--- src/rtl/prog_loader.sv ---
// prog_loader: program RAM writer with opcode check (PROG_LOADER_OPCHECK_EN) and registered read port
module prog_loader #(
    parameter int DEPTH = 16,
    parameter int AW    = 4,
    parameter int OPW   = 4,
    parameter int DW    = 4
) (
    input  logic              clk,
    input  logic              rst_n,
    input  logic              start,
    input  logic              in_valid,
    input  logic [OPW+DW-1:0] in_data,
    input  logic              in_last,
    output logic              in_ready,
    output logic              load_done,
    output logic              err,
    output logic [AW:0]       count,
    input  logic [AW-1:0]     rd_addr,
    output logic [OPW-1:0]    rd_op,
    output logic [DW-1:0]     rd_data
);
    typedef enum logic [1:0] {
        IDLE,
        LOAD,
        DONE
`ifdef PROG_LOADER_OPCHECK_EN
        , ERROR
`endif
    } state_t;

    state_t            state, nstate;
    logic [AW-1:0]     wr_ptr;
    logic [OPW+DW-1:0] mem [DEPTH];
    logic              accept, legal, wr_en;

    assign accept = (state == LOAD) && in_valid && !start;
`ifdef PROG_LOADER_OPCHECK_EN
    assign legal = in_data[OPW+DW-1:DW] <= OPW'(4);
`else
    assign legal = 1'b1;
`endif
    assign wr_en = accept && legal;

    // Next state and state-decoded outputs; start always wins over a word in flight
    always_comb begin
        nstate    = state;
        in_ready  = state == LOAD;
        load_done = state == DONE;
`ifdef PROG_LOADER_OPCHECK_EN
        err       = state == ERROR;
`else
        err       = 1'b0;
`endif
        if (start)
            nstate = LOAD;
`ifdef PROG_LOADER_OPCHECK_EN
        else if (accept && !legal)
            nstate = ERROR;
`endif
        else if (wr_en && (in_last || wr_ptr == AW'(DEPTH - 1)))
            nstate = DONE;
    end

    // State register, write pointer and session word count
    always_ff @(posedge clk or negedge rst_n) begin
        if (!rst_n) begin
            state  <= IDLE;
            wr_ptr <= '0;
            count  <= '0;
        end else begin
            state <= nstate;
            if (start) begin
                wr_ptr <= '0;
                count  <= '0;
            end else if (wr_en) begin
                wr_ptr <= wr_ptr + 1'b1;
                count  <= count + 1'b1;
            end
        end
    end

    // Program RAM write; contents survive reset and restarts
    always_ff @(posedge clk) begin
        if (wr_en)
            mem[wr_ptr] <= in_data;
    end

    // Registered read port; a same-address write this cycle returns the old word
    always_ff @(posedge clk or negedge rst_n) begin
        if (!rst_n) begin
            rd_op   <= '0;
            rd_data <= '0;
        end else begin
            rd_op   <= mem[rd_addr][OPW+DW-1:DW];
            rd_data <= mem[rd_addr][DW-1:0];
        end
    end
endmodule

--- config.mk ---
export PLATFORM = sky130hd
export DESIGN_NAME = prog_loader
export DESIGN_NICKNAME = d
export VERILOG_FILES = /design/src/rtl/prog_loader.sv
export SDC_FILE = /design/constraint.sdc
export NUM_CORES = 1
export LEC_CHECK = 0
export BUFFER_PORTS_ARGS = -buffer_cell sky130_fd_sc_hd__buf_2
export CAP_MARGIN = 20
export CORE_AREA = 4 4 119 121
export CTS_BUF_LIST = sky130_fd_sc_hd__clkbuf_4 sky130_fd_sc_hd__clkbuf_8 sky130_fd_sc_hd__clkbuf_16
export CTS_CLUSTER_SIZE = 10
export DETAILED_ROUTE_END_ITERATION = 8
export DIE_AREA = 0 0 123 125
export PLACE_DENSITY_LB_ADDON = 0.2
export SYNTH_ARGS = -nofsm -noshare
export SYNTH_HDL_FRONTEND = slang
export SYNTH_SLANG_ARGS = --single-unit
--- constraint.sdc ---
create_clock -name clk -period 2.2 [get_ports clk]
set_input_delay 0.22 -clock clk [delete_from_list [all_inputs] [get_ports clk]]
set_output_delay 0.22 -clock clk [all_outputs]
set_load 0.05 [all_outputs]
* Word level (Yosys, flattened, before mapping) *
Memory sizes are Yosys's and may differ from the RTL's. A register that Yosys moved wholly into a read port is not among the register bits.
Index checks and enable logic that the tools add are counted.

operators by class
  add/sub/neg operators = 2
  equality and inequality tests = 3
  multiplexer cells = 8
  reductions and logical operators = 8

operators by type and width
  cell                                                                    count
  5-bit two-way mux                                                       2
  4-bit two-way mux                                                       2
  5-bit by 1-bit adder with 5-bit output (second input constant)          1
  4-bit by 1-bit adder with 4-bit output (second input constant)          1
  4-bit equality test (second input constant)                             1
  2-bit two-way mux                                                       2
  2-bit nonzero test                                                      2
  1-bit logical AND                                                       3
  2-bit by 1-bit equality test with 1-bit output (second input constant)  1
  2-bit equality test (second input constant)                             1
  1-bit zero test                                                         2
  1-bit two-way mux                                                       2
  1-bit logical OR                                                        1

word-level totals
  bits in registers = 11
  RAM bits = 128
  bits of input ports = 17
  output and inout bits = 16
  word-level logic and storage cells = 25
  memories = 1

memories
  name  words  width  read ports  clocked after Yosys merged registers in  write ports  RTL line  text
  mem   16     8      1           1                                        1            33        logic [OPW+DW-1:0] mem [DEPTH];

* Logic depth before layout (Yosys ltp) *
Gate-level depths: netlist (run 1).

  word-level depth = 6
  gate-level depth with buffers = 5
  depth with buffers taken out = 4

* Worst setup path after synthesis (run 1) *
No wires, ideal clock.

  path kind = register to register
  from = register state[1]
  to = memory mem[13][0] (netlist name) (enable)
  data arrival time = 1.397 ns
  required time = 1.830 ns
  slack = 0.433 ns
  stages on the path, launching flop included = 6
  path buffers = 2
  cell sequence = dfrtp_1 and3b_1 clkbuf_1 buf_2 nand2_1 nor2_1

on the way
  longest elaborated chain between the ends = 5

ends and longest elaborated chain
  item                                            RTL line  text
  from (decl)                                     31        state_t state, nstate;
  from (signal assigned)                          71        state <= nstate;
  2-bit by 1-bit equality test with 1-bit output  36        assign accept = (state == LOAD) && in_valid && !start;
  1-bit logical AND (2 in series)                 36
  1-bit two-way mux                               84        if (wr_en)
  1-bit two-way mux (implied by the code)         85        mem[wr_ptr] <= in_data;
  to (decl)                                       33

Every way passes these cells.

* Worst setup path after layout (run 1) *
  from = register state[1]
  to = memory mem[11][5] (netlist name) (enable)

Same word-level chain as after synthesis.

==> metrics.log, run 1 <==
[metrics] number of clock sinks seen by CTS: 147
[metrics] NetSw: 0.00132 W
[metrics] fraction of layout instances using a drive strength above 1: 25.7%
[metrics] count of input and output buffers: 31
[metrics] number of max-cap violations: 0
[metrics] sequential element share of the synthesized area: 74.4%
[metrics] Post-Syn Nets: 313
[metrics] number of DRC markers in iteration 0: 197
[metrics] switching power share of the total: 22.1%
[metrics] cell at the root of the clock tree: sky130_fd_sc_hd__clkbuf_16
[metrics] outcome: finished clean
[metrics] top cell type by total area after synthesis: sky130_fd_sc_hd__edfxtp_1
[metrics] final clock skew: 0.00596 ns
[metrics] leakage power total: 2.36 nW
[metrics] summed instance area of the synthesized netlist: 0.00580 mm²
[metrics] Mapped Avg Cell Area: 19.9 µm²
[metrics] sequential cell fraction of total power: 51.8%
[metrics] Combinational Power Share: 6.5%
[metrics] CP arrival: 2.00 ns
[metrics] Cell Int Power: 0.00465 W
[metrics] number of cells in the design after placement: 497
[metrics] drt total wl: 11,100 µm
[metrics] DRC violation count after routing: 0
[metrics] maximum number of pins on one net before global-route repair: 20
[metrics] Setup-failing EPs final: 0
[metrics] critical path start-end classification: flip-flop to flip-flop
[metrics] Max VDD drop: 0.000409 V
[metrics] total negative setup slack: 0 ns
[metrics] width of the die: 123 µm
[metrics] number of warning messages in the yosys log: 0
[metrics] highest achievable clock rate: 517 MHz
[metrics] worst reg2reg path startpoint: state[1]$_DFFE_PN0P_
[metrics] total power divided by cell area: 890 mW/mm²
[metrics] r2r worst-path depth: 3
[metrics] initial core utilization: 44.3%
[metrics] unrepaired setup endpoints after global routing: no
[metrics] final-layout fill cell count: 1,051
[metrics] Worst slew margin: 52.1%
[metrics] largest cells by area after synthesis: sky130_fd_sc_hd__edfxtp_1 66%, sky130_fd_sc_hd__dfrtp_1 8.2%, sky130_fd_sc_hd__mux4_2 7.0%
[metrics] part of the cycle the worst path needs: 87.9%
[metrics] per-cell via count in the routed design: 5.30
[metrics] category of the worst setup path launch point: flip-flop
[metrics] Worst Max-Slew Pin Slew: 0.717 ns
[metrics] maximum number of buffers from clock root to sink: 2
[metrics] type of element capturing the critical path: flip-flop
[metrics] growth of design area from synthesis to finish: 15.6%
[metrics] CTS tree: built
[metrics] source-to-sink clock delay at the later pin of the worst-skew pair: 0.42 ns
[metrics] Reg2Reg Setup Slack: 0.27 ns
[metrics] die footprint: 0.0154 mm²
[metrics] vias post-DR: 2,807
[metrics] highest-count cells in the layout ignoring fill and taps: 128 x sky130_fd_sc_hd__edfxtp_1, 31 x sky130_fd_sc_hd__buf_2, 19 x sky130_fd_sc_hd__nand2_1, 19 x sky130_fd_sc_hd__dfrtp_1, 18 x sky130_fd_sc_hd__mux4_2
[metrics] required time at the worst-slack endpoint: 2.27 ns
[metrics] Worst-path clk slew: 0.06 ns
[metrics] Tot GR Track Use: 15.6%
[metrics] Min-Delay Endpoint: state[1]$_DFFE_PN0P_
[metrics] floorplan core area: 0.0131 mm²
[metrics] hold violation count in the final report: 0
[metrics] die boundary height: 125 µm
[metrics] vias in the first global route: 2,908
[metrics] #FFs+latches synth: 147
[metrics] proportion of power drawn by the clock network: 41.7%
[metrics] number of cells on the worst hold path: 3
[metrics] count of final max-slew check failures: 0
[metrics] worst hold-check path type: input port to flip-flop
[metrics] detail-routed net length per standard cell: 20.9 µm
[metrics] residual antenna-violating net count after detailed routing: 0
[metrics] H-tree depth: 4
[metrics] reg-to-reg critical path endpoint: mem[11][5]$_DFFE_PP_
[metrics] boundary pin count: 33
[metrics] # diodes: 0
[metrics] final cell count without fillers: 530
[metrics] First-pass DRT Iterations: 5
[metrics] wire length of the first global-routing pass: 17,000 µm
[metrics] post-synthesis instance total: 291
[metrics] Synth top area share: 66.2%
[metrics] count of nets after finishing: 363
[metrics] leading cell type in the layout, fill and taps excluded: sky130_fd_sc_hd__edfxtp_1
[metrics] initial antenna violation count: 0
[metrics] gr ovfl total: 0
[metrics] Top FF cell, synth: sky130_fd_sc_hd__edfxtp_1
[metrics] Post-DP HPWL: 7370 µm
[metrics] final period demand of the worst path: 1.93 ns
[metrics] worst hold start: in_last
[metrics] routability congestion estimate from global placement: 0.727
[metrics] CTS buffer count: 17
[metrics] largest fanout on the critical path: 8
[metrics] post-synth cell types: 34
[metrics] share of async-settable or async-resettable flops after synthesis: 12.9%
[metrics] number of enable-type register cells in the synthesized netlist: 128
[metrics] cell row count: 42
==> power by group through the flow <==
| stage | clock network, W | logic (W) | registers [W] |
|---|---|---|---|
| after detailed placement | 0 | 0.000395 | 0.00315 |
| final | 0.00249 | 0.000386 | 0.00310 |
| after CTS | 0.00253 | 0.000397 | 0.00310 |
| after global placement | 0 | 0.000389 | 0.00315 |
| after global routing | 0.00267 | 0.000421 | 0.00310 |
| after floorplan | 0 | 0.000183 | 0.00322 |
==> cells by family (layout without fill, tap and decap cells) <==
logic type / after synthesis / after routing / share of synthesized area [%]
adders and majority gates: 5 / 5 / 1.08
other: 1 / 1 / 0.0646
muxes: 32 / 32 / 13.3
and+or+nand+nor: 58 / 58 / 5.41
xor gates and xnor gates: 3 / 3 / 0.453
AOI/OAI and AO/OA: 29 / 29 / 3.26
DFF: 147 / 147 / 74.4
buffers and inverters: 16 / 79 / 1.96
==> flip-flops by register name, summed over array words and instances (netlist names) <==
| register | flops |
|---|---|
| mem | 128 |
| rd_data | 4 |
| count | 5 |
| rd_op | 4 |
| wr_ptr | 4 |
| state | 2 |
==> worst max path at each step <==
stage,start,to,slack [ns],depth (start not counted)
after floorplan,state[1]$_DFFE_PN0P_,mem[13][0]$_DFFE_PP_,0.43,5
after global placement,state[1]$_DFFE_PN0P_,mem[11][0]$_DFFE_PP_,0.34,3
after detailed placement,state[1]$_DFFE_PN0P_,mem[11][0]$_DFFE_PP_,0.27,3
after CTS,state[1]$_DFFE_PN0P_,mem[11][1]$_DFFE_PP_,0.24,3
after global routing,state[1]$_DFFE_PN0P_,mem[11][2]$_DFFE_PP_,0.09,3
final,state[1]$_DFFE_PN0P_,mem[11][5]$_DFFE_PP_,0.27,3
==> worst max-delay path: stages, from the launching register on <==
cell and delay (ns):
sky130_fd_sc_hd__dfrtp_1 0.43, sky130_fd_sc_hd__nand3b_1 0.21, sky130_fd_sc_hd__nor4b_1 0.48, sky130_fd_sc_hd__and2_1 0.46
==> metal layers <==
metal,up-vias,wire length (µm),global-route usage [%]
met5,-,0,0
met4,0,168,5.60
met3,17,612,4.65
met2,73,5540,23.7
met1,1434,4760,21.6
li1,1283,-,-
==> cell type report <==
type,count,area (µm²),share of cell area (%)
Tap cell,176,220,3.28
Multi-Input combinational cell,128,1370,20.4
Sequential cell,147,4320,64.4
Clock inverter,12,67.6,1.01
Inverter,2,7.51,0.112
Clock buffer,20,448,6.68
Timing Repair Buffer,45,275,4.10
==> repair_timing <==
item                      in CTS  in global routing
hold endpoints to repair      19                  0
resized for setup              0                  0
buffers inserted               0                  0
hold buffers                   1                  0
==> cells in the mapped netlist, types with 2 or more instances <==
master	number
sky130_fd_sc_hd__mux4_2	18
sky130_fd_sc_hd__dfrtp_1	19
sky130_fd_sc_hd__buf_6	3
sky130_fd_sc_hd__nand3b_1	2
sky130_fd_sc_hd__nor2b_1	5
sky130_fd_sc_hd__inv_1	2
sky130_fd_sc_hd__and2_1	5
sky130_fd_sc_hd__a21oi_1	7
sky130_fd_sc_hd__nand2_1	19
sky130_fd_sc_hd__xor2_1	2
sky130_fd_sc_hd__clkbuf_1	2
sky130_fd_sc_hd__clkdlybuf4s25_2	3
sky130_fd_sc_hd__nand4b_1	3
sky130_fd_sc_hd__mux4_1	14
sky130_fd_sc_hd__and3_1	6
sky130_fd_sc_hd__or3_1	3
sky130_fd_sc_hd__edfxtp_1	128
sky130_fd_sc_hd__buf_4	2
sky130_fd_sc_hd__a22oi_1	16
sky130_fd_sc_hd__o21ai_0	4
sky130_fd_sc_hd__ha_1	5
sky130_fd_sc_hd__nor2_1	8
sky130_fd_sc_hd__buf_2	4
==> stage by stage <==
stage	utilization, %	power (W)	instance area, µm²	hold slack, ns	setup slack, ns
2_1_floorplan	-	0.00340	5800	-0.0756	0.433
3_3_place_gp	47.2	0.00354	6180	0.220	0.339
3_5_place_dp	47.2	0.00355	6180	0.236	0.267
4_1_cts	51.3	0.00602	6710	0.108	0.241
5_1_grt	51.3	0.00619	6710	0.121	0.0885
6_report	51.3	0.00597	6710	0.127	0.266
(Power assumes the default switching activity.)
==> run 2: changes to the inputs <==
CORE_AREA = 2 2 117 119   (was 4 4 119 121)
DIE_AREA = 0 0 119 121   (was 0 0 123 125)
clock period = 2.3 ns   (was 2.2 ns; I/O delays follow)
==> run 2 against run 1 <==
Against the previous run: critical path depth did not move; cell count down 0.75%; worst hold slack improved by 0.026 ns; flip-flop and latch count unchanged; power grew 11%; global-route usage grew 1.9 points; routed wire length up 2.7%; design area up 2.7%; maximum frequency is 6.4% lower; sequential power shrank 5%; non-clock buffer count fell by 4.
==> metrics.log, run 2 (synthesis results as in run 1) <==
[metrics] NetSw: 0.00126 W (-4.6%)
[metrics] maximum number of pins on one net before global-route repair: 24 (+20%)
[metrics] Setup-failing EPs final: 0 (unchanged)
[metrics] Post-DP HPWL: 7510 µm (+2.0%)
[metrics] sum of internal, switching and leakage power: 0.00661 W (+11%)
[metrics] growth of design area from synthesis to finish: 18.7%
[metrics] die footprint: 0.0144 mm² (-6.3%)
[metrics] switching power share of the total: 19.0% (-3.1 points)
[metrics] detail-routed net length per standard cell: 21.6 µm (+3.5%)
[metrics] wire length of the first global-routing pass: 17,500 µm (+3.1%)
[metrics] sequential cell fraction of total power: 44.8% (-7.0 points)
[metrics] H-tree depth: 4 (unchanged)
[metrics] total power divided by cell area: 960 mW/mm² (+7.8%)
[metrics] initial antenna violation count: 0 (unchanged)
[metrics] number of max-cap violations: 0 (unchanged)
[metrics] biggest regs: mem x128, count x5
[metrics] routability congestion estimate from global placement: 0.775 (+6.7%)
[metrics] maximum number of buffers from clock root to sink: 2 (unchanged)
[metrics] unrepaired setup endpoints after global routing: no
[metrics] worst hold-check path type: input port to flip-flop
[metrics] total negative setup slack: 0 ns (unchanged)
[metrics] gr ovfl total: 0 (unchanged)
[metrics] proportion of power drawn by the clock network: 49.6% (+7.9 points)
[metrics] final clock skew: 0.00815 ns (+0.00219 ns)
[metrics] CTS tree: built
[metrics] width of the die: 119 µm (-3.3%)
[metrics] Worst slew margin: 55.9% (+3.8 points)
[metrics] number of DRC markers in iteration 0: 202 (+2.5%)
[metrics] final period demand of the worst path: 2.07 ns (+0.133 ns)
[metrics] highest-count cells in the layout ignoring fill and taps: 128 x sky130_fd_sc_hd__edfxtp_1, 31 x sky130_fd_sc_hd__buf_2, 19 x sky130_fd_sc_hd__nand2_1, 19 x sky130_fd_sc_hd__dfrtp_1, 18 x sky130_fd_sc_hd__mux4_2
[metrics] cell at the root of the clock tree: sky130_fd_sc_hd__clkbuf_16
[metrics] Worst-path clk slew: 0.05 ns (about the same)
[metrics] CP arrival: 2.15 ns (+0.15 ns)
[metrics] DRC violation count after routing: 0 (unchanged)
[metrics] met2 routed WL: 5580 µm (+0.78%)
[metrics] CTS buffer count: 17 (unchanged)
[metrics] part of the cycle the worst path needs: 89.9% (+2.0 points)
[metrics] count of input and output buffers: 31 (unchanged)
[metrics] Worst Max-Slew Pin Slew: 0.660 ns (-0.0572 ns)
[metrics] hold violation count in the final report: 0 (unchanged)
[metrics] source-to-sink clock delay at the later pin of the worst-skew pair: 0.42 ns (about the same)
[metrics] vias post-DR: 2,843 (+1.3%)
[metrics] Combinational Power Share: 5.6% (-0.9 points)
[metrics] count of nets after finishing: 359 (-1.1%)
[metrics] boundary pin count: 33 (unchanged)
[metrics] type of element capturing the critical path: flip-flop
[metrics] die boundary height: 121 µm (-3.2%)
[metrics] First-pass DRT Iterations: 5 (unchanged)
[metrics] uppermost layer routed: met4
[metrics] drt total wl: 11,400 µm (+2.7%)
[metrics] register with the most flip-flops: mem
[metrics] number of clock sinks seen by CTS: 147 (unchanged)
[metrics] required time at the worst-slack endpoint: 2.38 ns (+0.11 ns)
[metrics] fraction of layout instances using a drive strength above 1: 25.1% (-0.56 points)
[metrics] met1 wire length: 4890 µm (+2.6%)
[metrics] Max VDD drop: 0.000426 V (+4.0%)
[metrics] per-cell via count in the routed design: 5.40 (+2.1%)
[metrics] flip-flop count of the largest register after layout: 128 (unchanged)
[metrics] count of final max-slew check failures: 0 (unchanged)
[metrics] fin util: 52.6% (+1.4 points)
[metrics] initial core utilization: 44.3% (unchanged)
[metrics] leakage power total: 2.44 nW (+3.5%)
[metrics] leading cell type in the layout, fill and taps excluded: sky130_fd_sc_hd__edfxtp_1
[metrics] highest achievable clock rate: 484 MHz (-6.4%)
[metrics] critical path start-end classification: flip-flop to flip-flop
[metrics] cell row count: 42 (unchanged)
[metrics] Tot GR Track Use: 17.5% (+1.9 points)
[metrics] Cell Int Power: 0.00535 W (+15%)
[metrics] amount of wire on met3 after detailed routing: 643 µm (+5.1%)
[metrics] category of the worst setup path launch point: flip-flop
[metrics] outcome: finished clean
[metrics] vias in the first global route: 2,971 (+2.2%)
[metrics] residual antenna-violating net count after detailed routing: 0 (unchanged)
[metrics] largest fanout on the critical path: 8 (unchanged)
[metrics] floorplan core area: 0.0131 mm² (unchanged)
[metrics] # diodes: 0 (unchanged)
==> run 2: repair_timing <==
item / 4_1_cts / 5_1_grt
hold buffers: 1 / 0
endpoints found under the hold margin: 19 / 0
setup buffers: 0 / 0
resized for setup: 0 / 0
==> run 2: per-layer routing <==
| metal | up-vias | track usage, % |
|---|---|---|
| met5 | - | 0 |
| met4 | 0 | 8.56 |
| met3 | 22 | 4.23 |
| met2 | 85 | 27.5 |
| met1 | 1460 | 23.0 |
| li1 | 1276 | - |
==> run 2: per-stage QoR <==
step | instance area [µm²] | std cells | hold slack [ns] | setup slack, ns
4_1_cts | 6890 | 526 | 0.134 | 0.248
6_report | 6890 | 526 | 0.153 | 0.233
5_1_grt | 6890 | 526 | 0.176 | 0.00273
3_5_place_dp | 6160 | 493 | 0.218 | 0.269
3_3_place_gp | 6160 | 493 | 0.221 | 0.321
2_1_floorplan | 5800 | 291 | -0.0656 | 0.533
==> run 2: final cells by class <==
class                      count  area, µm²
fill                        1026       6200
sequential                   147       4320
multi-input combinational    128       1370
clock buffer                  20        454
clock inverter                12        258
timing repair buffer          41        258
tap                          176        220
inverter                       2       7.51
==> run 2: worst max-delay path, stage by stage (launching register included) <==
cell and delay (ns):
sky130_fd_sc_hd__dfrtp_1 0.43, sky130_fd_sc_hd__nand3b_1 0.29, sky130_fd_sc_hd__nor4b_1 0.57, sky130_fd_sc_hd__and2_1 0.45
==> run 2: worst paths after layout <==
path                                 startpoint                     to  slack (ns)  cells past startpoint
setup / recovery           state[1]$_DFFE_PN0P_   mem[11][3]$_DFFE_PP_        0.23                      3
hold / removal                          in_last   state[1]$_DFFE_PN0P_        0.15                      3
setup reg to reg           state[1]$_DFFE_PN0P_   mem[11][3]$_DFFE_PP_        0.23                      3
hold reg to reg            count[4]$_DFFE_PN0P_   count[4]$_DFFE_PN0P_        0.57                      2
max in group asynchronous                 rst_n  wr_ptr[2]$_DFFE_PN0P_        1.65                      2
min in group asynchronous                 rst_n   rd_data[1]$_DFF_PN0_        0.30                      2
==> run 2: power groups by stage <==
stage	Combinational, W	Sequential [W]	Clock (W)
after floorplan	0.000175	0.00308	0
after global placement	0.000371	0.00302	0
after detailed placement	0.000377	0.00302	0
after CTS	0.000379	0.00296	0.00333
after global routing	0.000402	0.00297	0.00343
final	0.000371	0.00296	0.00328
